===== config.mk =====
export PLATFORM = sky130hd
export DESIGN_NAME = tqvp_stevej_wdt_ctrl
export DESIGN_NICKNAME = d
export VERILOG_FILES = /design/src/rtl/tqvp_stevej_wdt_ctrl.sv
export SDC_FILE = /design/constraint.sdc
export NUM_CORES = 1
export LEC_CHECK = 0
export BUFFER_PORTS_ARGS = -buffer_cell sky130_fd_sc_hd__buf_2
export CAP_MARGIN = 10
export CORE_AREA = 5 5 166 168
export CTS_BUF_LIST = sky130_fd_sc_hd__clkbuf_16
export CTS_CLUSTER_DIAMETER = 30
export DETAILED_ROUTE_END_ITERATION = 16
export DIE_AREA = 0 0 171 173
export HOLD_SLACK_MARGIN = 0.06
export SLEW_MARGIN = 20
export SYNTH_ARGS = -nofsm -noshare
export SYNTH_HDL_FRONTEND = slang
export SYNTH_SLANG_ARGS = --single-unit

===== constraint.sdc =====
create_clock -name clk -period 4.4 [get_ports clk]
set_input_delay 0.88 -clock clk [delete_from_list [all_inputs] [get_ports clk]]
set_output_delay 0.88 -clock clk [all_outputs]
set_load 0.005 [all_outputs]

===== src/rtl/tqvp_stevej_wdt_ctrl.sv =====
// Watchdog timer peripheral for the TinyQV bus: one shared down-counter sequenced
// through IDLE/RUN/WARN/BITE, reloaded by software-key or hardware-pin kicks.
//
// state   | meaning
// --------+---------------------------------------------------------------
// ST_IDLE | watchdog disabled, count held
// ST_RUN  | counting down, above the warning threshold
// ST_WARN | counting down, at/below threshold; warn output asserted
// ST_BITE | bite output held for BITE_CYCLES clocks, kicks ignored
module tqvp_stevej_wdt_ctrl #(
   parameter int unsigned PRESCALE    = 64,
   parameter int unsigned BITE_CYCLES = 16,
   parameter logic [7:0]  KICK_KEY    = 8'hA5
) (
   input  logic        clk,
   input  logic        rst_n,
   input  logic [7:0]  ui_in,
   output logic [7:0]  uo_out,
   input  logic [5:0]  address,
   input  logic [31:0] data_in,
   input  logic [1:0]  data_write_n,
   input  logic [1:0]  data_read_n,
   output logic [31:0] data_out,
   output logic        data_ready,
   output logic        user_interrupt
);

   localparam int PW = (PRESCALE > 1) ? $clog2(PRESCALE) : 1;
   localparam int BW = (BITE_CYCLES > 1) ? $clog2(BITE_CYCLES) : 1;
   localparam logic [PW-1:0] PRESC_MAX = PW'(PRESCALE - 1);
   localparam logic [BW-1:0] BITE_LAST = BW'(BITE_CYCLES - 1);

   localparam logic [5:0] ADDR_CTRL    = 6'h00;
   localparam logic [5:0] ADDR_TIMEOUT = 6'h04;
   localparam logic [5:0] ADDR_KICK    = 6'h08;
   localparam logic [5:0] ADDR_COUNT   = 6'h0C;
   localparam logic [5:0] ADDR_STATUS  = 6'h10;
   localparam logic [5:0] ADDR_WARN    = 6'h14;

   typedef enum logic [1:0] {
      ST_IDLE = 2'd0,
      ST_RUN  = 2'd1,
      ST_WARN = 2'd2,
      ST_BITE = 2'd3
   } state_t;

   // configuration registers
   logic        en_q, irq_en_q, lock_q, hwk_en_q;
   logic [31:0] timeout_q, warn_thr_q;
   logic        hw_prev_q;
   logic        irq_q;

   // sequencer registers
   state_t          state_q, state_d;
   logic [31:0]     count_q, count_d;
   logic [PW-1:0]   presc_q, presc_d;
   logic [BW-1:0]   bite_cnt_q, bite_cnt_d;
   logic            wpend_q, bpend_q;
   logic            bite_q, warn_out_q, run_q;
   logic            warn_set, bite_set;

   logic        wr_any;
   logic [31:0] wmask;
   logic        ctrl_wr, tmo_wr, kick_wr, status_wr, warn_wr;
   logic        en_rise, en_fall;
   logic        sw_kick, hw_kick, kick;
   logic        tick;
   logic [31:0] tmo_eff, count_dec;
   logic        unused_inputs;

   assign unused_inputs = ^{data_read_n, ui_in[7:6], ui_in[4:0]};

   assign wr_any = (data_write_n != 2'b11);
   assign wmask  = {{16{data_write_n == 2'b10}},
                    {8{(data_write_n == 2'b01) || (data_write_n == 2'b10)}},
                    {8{wr_any}}};

   assign ctrl_wr   = wr_any && (address == ADDR_CTRL);
   assign tmo_wr    = wr_any && (address == ADDR_TIMEOUT);
   assign kick_wr   = wr_any && (address == ADDR_KICK);
   assign status_wr = wr_any && (address == ADDR_STATUS);
   assign warn_wr   = wr_any && (address == ADDR_WARN);

   // EN is frozen by LOCK; the lock bit seen here is the pre-write value
   assign en_rise = ctrl_wr && !lock_q && data_in[0] && !en_q;
   assign en_fall = ctrl_wr && !lock_q && !data_in[0];

   assign sw_kick = kick_wr && (data_in[7:0] == KICK_KEY);
   assign hw_kick = hwk_en_q && ui_in[5] && !hw_prev_q;
   assign kick    = sw_kick || hw_kick;

   assign tick      = (presc_q == PRESC_MAX);
   assign tmo_eff   = (timeout_q == 32'd0) ? 32'd1 : timeout_q;
   assign count_dec = count_q - 32'd1;

   always_ff @(posedge clk or negedge rst_n) begin
      if (!rst_n) begin
         en_q       <= 1'b0;
         irq_en_q   <= 1'b0;
         lock_q     <= 1'b0;
         hwk_en_q   <= 1'b0;
         timeout_q  <= 32'd0;
         warn_thr_q <= 32'd0;
         hw_prev_q  <= 1'b0;
         irq_q      <= 1'b0;
      end else begin
         hw_prev_q <= ui_in[5];
         irq_q     <= irq_en_q && (wpend_q || bpend_q);
         if (ctrl_wr) begin
            irq_en_q <= data_in[1];
            hwk_en_q <= data_in[3];
            lock_q   <= lock_q | data_in[2];
            if (!lock_q) en_q <= data_in[0];
         end
         if (tmo_wr && !lock_q)
            timeout_q <= (timeout_q & ~wmask) | (data_in & wmask);
         if (warn_wr && !lock_q)
            warn_thr_q <= (warn_thr_q & ~wmask) | (data_in & wmask);
      end
   end

   always_comb begin
      state_d    = state_q;
      count_d    = count_q;
      presc_d    = presc_q;
      bite_cnt_d = bite_cnt_q;
      warn_set   = 1'b0;
      bite_set   = 1'b0;
      if (en_fall) begin
         state_d = ST_IDLE;
         presc_d = '0;
      end else begin
         case (state_q)
            ST_IDLE: begin
               if (en_rise) begin
                  state_d = ST_RUN;
                  count_d = tmo_eff;
                  presc_d = '0;
               end
            end
            ST_RUN, ST_WARN: begin
               if (kick) begin
                  state_d = ST_RUN;
                  count_d = tmo_eff;
                  presc_d = '0;
               end else if (tick) begin
                  presc_d = '0;
                  count_d = count_dec;
                  if (count_dec == 32'd0) begin
                     state_d    = ST_BITE;
                     bite_cnt_d = BITE_LAST;
                     bite_set   = 1'b1;
                     warn_set   = (state_q == ST_RUN);
                  end else if ((state_q == ST_RUN) && (count_dec <= warn_thr_q)) begin
                     state_d  = ST_WARN;
                     warn_set = 1'b1;
                  end
               end else begin
                  presc_d = presc_q + PW'(1);
               end
            end
            ST_BITE: begin
               if (bite_cnt_q == '0) begin
                  presc_d = '0;
                  if (en_q) begin
                     state_d = ST_RUN;
                     count_d = tmo_eff;
                  end else begin
                     state_d = ST_IDLE;
                  end
               end else begin
                  bite_cnt_d = bite_cnt_q - BW'(1);
               end
            end
         endcase
      end
   end

   // outputs are registered from the next state so they change with state_q
   always_ff @(posedge clk or negedge rst_n) begin
      if (!rst_n) begin
         state_q    <= ST_IDLE;
         count_q    <= 32'd0;
         presc_q    <= '0;
         bite_cnt_q <= '0;
         wpend_q    <= 1'b0;
         bpend_q    <= 1'b0;
         bite_q     <= 1'b0;
         warn_out_q <= 1'b0;
         run_q      <= 1'b0;
      end else begin
         state_q    <= state_d;
         count_q    <= count_d;
         presc_q    <= presc_d;
         bite_cnt_q <= bite_cnt_d;
         wpend_q    <= (wpend_q && !(status_wr && data_in[0])) || warn_set;
         bpend_q    <= (bpend_q && !(status_wr && data_in[1])) || bite_set;
         bite_q     <= (state_d == ST_BITE);
         warn_out_q <= (state_d == ST_WARN);
         run_q      <= (state_d == ST_RUN) || (state_d == ST_WARN);
      end
   end

   always_comb begin
      data_out = 32'd0;
      case (address)
         ADDR_CTRL:    data_out = {28'd0, hwk_en_q, lock_q, irq_en_q, en_q};
         ADDR_TIMEOUT: data_out = timeout_q;
         ADDR_COUNT:   data_out = count_q;
         ADDR_STATUS:  data_out = {27'd0, state_q, run_q, bpend_q, wpend_q};
         ADDR_WARN:    data_out = warn_thr_q;
         default:      data_out = 32'd0;
      endcase
   end

   assign uo_out         = {4'b0000, run_q, warn_out_q, bite_q, 1'b0};
   assign data_ready     = 1'b1;
   assign user_interrupt = irq_q;

endmodule


==> reports/results.txt, run 1 <==
area of placed instances = 0.00888 mm^2
Max-Slew Margin vs Limit = 35.9%
Buf+Inv Stages, Crit Path = 2
Ant. Diodes = 0
Slew @ Worst Pin = 961 ps
Clock Skew = 11.6 ps
area delta synth->final = 19.5%
overall power = 5.86 mW
Yosys cell types = 70
MaxCap Viol Count = 0
worst-path maximum fanout = 11
Worst path depth = 15
All-Layer GR Usage = 16.4%
H-tree levels = 4
Hold/Removal Path Class = flip-flop to flip-flop
final core occ = 36.8%
final instance area = 0.00948 mm^2
Post-synth EDFFs = 0
DP Worst Slack = 195 ps
reg2reg end = run_q$_DFF_PN0_
setup_tns = 0 ps
Skew-Pair Late Insertion Delay = 430 ps
CP max stage cell = or4_1
HPWL after detailed placement = 17800 um
Reg-to-Reg Start = count_q[0]$_DFFE_PN0P_
Clock Pin Slew Worst Setup and Hold Paths = 50 ps
fin crit share = 96.0%
PortBufs = 78
Die Footprint = 0.0296 mm^2
PwrDens = 618 mW/mm^2
clk sinks = 119
Reg2Reg Depth = 15
DR top layer = met4
Leak = 4.51 nW
WHS Path Cells = 2
CP Capture Type = flip-flop
met3 routed WL = 946 um
FP Rows = 59
# DRC = 0
Post-synth top flop = dfrtp_1
core area = 0.0258 mm^2
Post-Route M1 WL = 11300 um
antenna viol nets, final = 0
vias in the first global route = 6841
Setup violations, final = 0
worst-path cell chain = or4_1 > o41ai_1 > nand2_1 > ha_1 > a21o_1 > a21o_1 > a21oi_1 > o21a_1 > o221ai_1 > a31oi_2 > nor3_2 > o31ai_1 > buf_4 > ha_1 > inv_1
Worst R2R Setup Slack = 170 ps
DRT Pass-1 Iters = 5
final WL = 23600 um
Die Span Y = 173 um
worst endpoint data arrival time = 4590 ps
Post-CTS Hold Buffers = 0
Synth Instances = 843
Longest Clk Path Bufs = 2
worst vdd rail ir drop = 0.000353 V
routed vias/inst = 5.25
largest net degree at the start of global routing = 73
sequential fraction of the synthesis area = 37.6%
nets = 1031
status = finished clean
final hold violation count = 0
max-slew violation count = 0
warnings from Yosys = 0
DR WL met2 = 11000 um
WP data required = 4770 ps
f_max = 237 MHz
CP Class = flip-flop to flip-flop
IO Count = 94
Post-synth ARST share = 100%
WHS Endpoint = presc_q[1]$_DFFE_PN0P_
Netlist Area Pre-Place = 0.00793 mm^2
# fillers = 2552
Num CTS Buffers = 17
CTS tree = yes
Top delay family on crit path = compound AO/OA/AOI/OAI gates
die width = 171 um
CP Launch Type = flip-flop
initial antenna violation count = 0
DR iter-0 viols = 521
gpl congestion = 0.928
Worst path max stage delay = 660 ps
WL/cell = 18.4 um
worst hold path startpoint = presc_q[1]$_DFFE_PN0P_
first-pass GRT wire length = 38800 um
Starting Density = 30.8%
share of cells above drive strength 1 = 25.4%
#FFs+latches synth = 119
crit path time final = 4230 ps
clock root buffer = clkbuf_16
unrepaired setup endpoints after global routing = no
Vias = 6745
post-synthesis average cell area = 9.40 um^2
setup ws final = 174 ps
total grt overflow = 0
[report_power, final]
part / switching, mW / internal, mW
clock network: 0.503 / 0.871
registers: 0.297 / 1.31
logic: 1.67 / 1.21
[cell usage in the layout, fill, tap and decap left out, drive strengths merged, types with 12 or more instances in the layout]
master	count
nor2	22
a21oi	15
inv	53
clkbuf	17
nand4	21
a22oi	29
o21ai	83
xnor2	12
mux2	61
nor4	25
a21o	16
ha	43
nor3	28
nand2	100
buf	127
mux2i	37
dfrtp	119
nand3	15
[logic make-up (layout without fill, tap and decap cells)]
family,after synthesis,after routing,synth area share [%]
AND/OR/NAND/NOR,267,267,18.8
AO/OA/AOI/OAI,187,187,15.3
flip-flops,119,119,37.6
buffers and inverters,106,208,5.78
multiplexers,98,98,13.3
adder cells (fa/ha/maj),43,43,6.79
XOR/XNOR,21,21,2.32
other,2,6,0.0947
[routing by layer]
metal  vias to the layer above  track usage [%]
met4                         0             4.09
met2                       144             25.9
met5                         -                0
met1                      3310             23.2
li1                       3263                -
met3                        28             3.31
[layout make-up]
type	instances	area [um^2]	share of cell area (%)
timing repair buffer	127	773	8.16
tap	335	419	4.42
clock buffer	17	425	4.49
sequential	119	2980	31.4
multi-input combinational	622	4550	48.0
inverter	49	184	1.94
clock inverter	15	146	1.54
[worst max-delay path by stage]
| stage | endpoint | slack [ps] | from |
|---|---|---|---|
| 2_1_floorplan | run_q$_DFF_PN0_ | 470 | count_q[0]$_DFFE_PN0P_ |
| 3_3_place_gp | run_q$_DFF_PN0_ | 240 | count_q[0]$_DFFE_PN0P_ |
| 3_5_place_dp | run_q$_DFF_PN0_ | 190 | count_q[0]$_DFFE_PN0P_ |
| 4_1_cts | run_q$_DFF_PN0_ | 160 | count_q[0]$_DFFE_PN0P_ |
| 5_1_grt | run_q$_DFF_PN0_ | 40 | count_q[0]$_DFFE_PN0P_ |
| 6_report | run_q$_DFF_PN0_ | 170 | count_q[0]$_DFFE_PN0P_ |
[stage by stage]
stage	hold slack, ps	cells
finish	503	1284
global route	520	1284
CTS	512	1284
detailed placement	500	1252
global placement	484	1252
floorplan	456	847
[Yosys cell counts (16+ instances only)]
cell | count | area [um^2]
nand4_1 | 20 | 125
nor4_1 | 20 | 125
clkbuf_1 | 37 | 139
dfrtp_1 | 119 | 2980
a21o_1 | 16 | 120
mux2_2 | 59 | 664
o21ai_0 | 81 | 405
nand2_1 | 100 | 375
ha_1 | 43 | 538
nor2_1 | 22 | 82.6
a22oi_1 | 29 | 218
mux2i_1 | 37 | 370
nor3_1 | 25 | 125
inv_1 | 49 | 184
[worst min-delay path, delay by kind of cell (launching register included)]
family / cells / cell delay, ps
compound gates: 1 / 60
flops: 1 / 360
simple gates: 1 / 50
[timing repair]
| action | 4_1_cts | 5_1_grt |
|---|---|---|
| hold endpoints to repair | 0 | 0 |
| resized for setup | 0 | 4 |
| setup endpoints to repair | 0 | 1 |
| buffers inserted | 0 | 0 |
No activity file was read; power rests on OpenSTA's default activity.
==> run 2, diff against run 1 <==
REMOVE_ABC_BUFFERS = 1   (was unset)
==> reports/results.txt, run 2 (synthesis results as in run 1) <==
status = finished clean (unchanged)
Longest Clk Path Bufs = 2 (unchanged)
DR iter-0 viols = 431 (was 521)
PwrDens = 623 mW/mm^2 (was 618 mW/mm^2)
CTS tree = yes (unchanged)
gpl congestion = 0.913 (was 0.928)
clock root buffer = clkbuf_16 (unchanged)
most frequent cell on the critical path = buf_4
max-slew violation count = 0 (unchanged)
vias in the first global route = 6900 (was 6841)
Worst path depth = 19 (was 15)
largest net degree at the start of global routing = 70 (was 73)
Die Span Y = 173 um (unchanged)
first-pass GRT wire length = 38800 um (about the same)
core area = 0.0258 mm^2 (unchanged)
area delta synth->final = 19.4% (was 19.5%)
die width = 171 um (unchanged)
All-Layer GR Usage = 16.6% (was 16.4%)
f_max = 238 MHz (was 237 MHz)
clk sinks = 119 (unchanged)
CP max stage cell = dfrtp_1 (was or4_1)
DRT Pass-1 Iters = 5 (unchanged)
initial antenna violation count = 1 (was 0)
worst-path cell chain = inv_1 > ha_2 > nor4b_4 > buf_4 > buf_4 > nand3_1 > buf_4 > o21bai_1 > ha_1 > a21oi_1 > nor2b_1 > o21ai_0 > o211ai_1 > a31oi_2 > nor3_2 > o31ai_1 > buf_4 > ha_1 > inv_1 (was or4_1 > o41ai_1 > nand2_1 > ha_1 > a21o_1 > a21o_1 > a21oi_1 > o21a_1 > o221ai_1 > a31oi_2 > nor3_2 > o31ai_1 > buf_4 > ha_1 > inv_1)
Inst Count DP = 1244 (was 1252)
IO Count = 94 (unchanged)
Clock Pin Slew Worst Setup and Hold Paths = 50 ps (about the same)
Hold WS = 512 ps (was 503 ps)
Skew-Pair Late Insertion Delay = 430 ps (about the same)
Reg-to-Reg Start = count_q[1]$_DFFE_PN0P_ (was count_q[0]$_DFFE_PN0P_)
crit path time final = 4200 ps (was 4230 ps)
WL/cell = 19.1 um (was 18.4 um)
Crit. Startpoint = count_q[1]$_DFFE_PN0P_ (was count_q[0]$_DFFE_PN0P_)
Num CTS Buffers = 17 (unchanged)
Reg2Reg Depth = 19 (was 15)
nets = 1024 (was 1031)
WHS Path Cells = 1 (was 2)
unrepaired setup endpoints after global routing = no (unchanged)
H-tree levels = 4 (unchanged)
Worst path max stage delay = 430 ps (was 660 ps)
Top delay family on crit path = compound AO/OA/AOI/OAI gates (unchanged)
CP Launch Type = flip-flop (unchanged)
HPWL after detailed placement = 18300 um (was 17800 um)
final hold violation count = 0 (unchanged)
CP Class = flip-flop to flip-flop (unchanged)
Starting Density = 30.8% (unchanged)
commonest non-fill, non-tap cell in the layout = dfrtp_1 (unchanged)
post-route insts no fill = 1277 (was 1284)
MaxCap Viol Count = 0 (unchanged)
CP Capture Type = flip-flop (unchanged)
PortBufs = 78 (unchanged)
final core occ = 36.7% (was 36.8%)
Vias = 6812 (was 6745)
Clock Skew = 8.33 ps (was 11.6 ps)
setup_tns = 0 ps (unchanged)
Hold/Removal Path Class = flip-flop to flip-flop (unchanged)
Max-Slew Margin vs Limit = 38.0% (was 35.9%)
Leak = 4.46 nW (was 4.51 nW)
worst-path maximum fanout = 7 (was 11)
share of cells above drive strength 1 = 25.5% (was 25.4%)
worst vdd rail ir drop = 0.000312 V (was 0.000353 V)
setup ws final = 203 ps (was 174 ps)
Ant. Diodes = 0 (unchanged)
antenna viol nets, final = 0 (unchanged)
FP Rows = 59 (unchanged)
fin crit share = 95.4% (was 96.0%)
most frequent cells in the layout = 118 x dfrtp_1, 100 x nand2_1, 81 x o21ai_0 (was 119 x dfrtp_1, 100 x nand2_1, 81 x o21ai_0)
routed vias/inst = 5.33 (was 5.25)
final WL = 24400 um (was 23600 um)
Slew @ Worst Pin = 930 ps (was 961 ps)
# DRC = 0 (unchanged)
DP Worst Slack = 42.4 ps (was 195 ps)
worst endpoint data arrival time = 4560 ps (was 4590 ps)
Setup violations, final = 0 (unchanged)
WP data required = 4760 ps (was 4770 ps)
Die Footprint = 0.0296 mm^2 (unchanged)
Buf+Inv Stages, Crit Path = 6 (was 2)
total grt overflow = 0 (unchanged)
worst hold path startpoint = presc_q[5]$_DFFE_PN0P_ (was presc_q[1]$_DFFE_PN0P_)
==> run 2: cell types whose count changed in the layout (fill, tap and decap cells not counted), moves of 2 or more <==
cell / before / now
buf_4: 49 / 42
clkinv_2: 6 / 0
clkinvlp_4: 1 / 5
clkinv_4: 0 / 3
inv_1: 53 / 50
inv_6: 0 / 2
nor3_1: 24 / 22
==> run 2: repair_timing <==
item                       4_1_cts  5_1_grt
setup endpoints to repair        1        3
pin swaps                        0        1
resized for setup                1        6
hold buffers                     0        0
setup buffers                    0        1
==> run 2: worst reg2reg max path: stages, from the launching register on <==
cell      delay [ps]
dfrtp_1          430
inv_1            120
ha_2             250
nor4b_4          290
buf_4            170
buf_4            130
nand3_1          190
buf_4            240
o21bai_1         340
ha_1             330
a21oi_1          140
nor2b_1           70
o21ai_0          200
o211ai_1         140
a31oi_2          240
nor3_2            90
o31ai_1          310
buf_4            180
ha_1             220
inv_1             60
==> run 2: path summary, 6_finish.rpt <==
| path | slack (ps) | endpoint |
|---|---|---|
| worst max-delay path | 200 | run_q$_DFF_PN0_ |
| worst min-delay path | 510 | presc_q[5]$_DFFE_PN0P_ |
| worst max register to register | 200 | run_q$_DFF_PN0_ |
| worst min register to register | 510 | presc_q[5]$_DFFE_PN0P_ |
| max in group asynchronous | 3000 | count_q[21]$_DFFE_PN0P_ |
| min in group asynchronous | 600 | async pin |
==> run 2: layout make-up <==
class | count | area, um^2
clock buffer | 17 | 425
clock inverter | 15 | 179
fill | 2583 | 16300
inverter | 49 | 184
multi-input combinational | 622 | 4550
sequential | 119 | 2980
tap | 335 | 419
timing repair buffer | 120 | 721
==> run 2: layer usage <==
metal	GRT usage, %	vias up	wire length, um
met5	0	-	13
met4	3.86	2	327
met3	3.20	29	1030
met2	27.3	181	11700
met1	22.5	3346	11300
li1	-	3254	-
==> run 2: where the power goes <==
part	switching [mW]	leakage (nW)	internal (mW)
registers	0.337	1.55	1.31
clock network	0.546	0.281	0.890
logic	1.64	2.62	1.17
total	2.52	4.46	3.37
==> run 2: metrics by stage <==
stage | area, um^2 | power (mW)
after detailed placement | 8820 | 4.39
final | 9460 | 5.90
after floorplan | 7670 | 3.38
after global placement | 8820 | 4.36
after CTS | 9430 | 5.86
after global routing | 9460 | 6.28
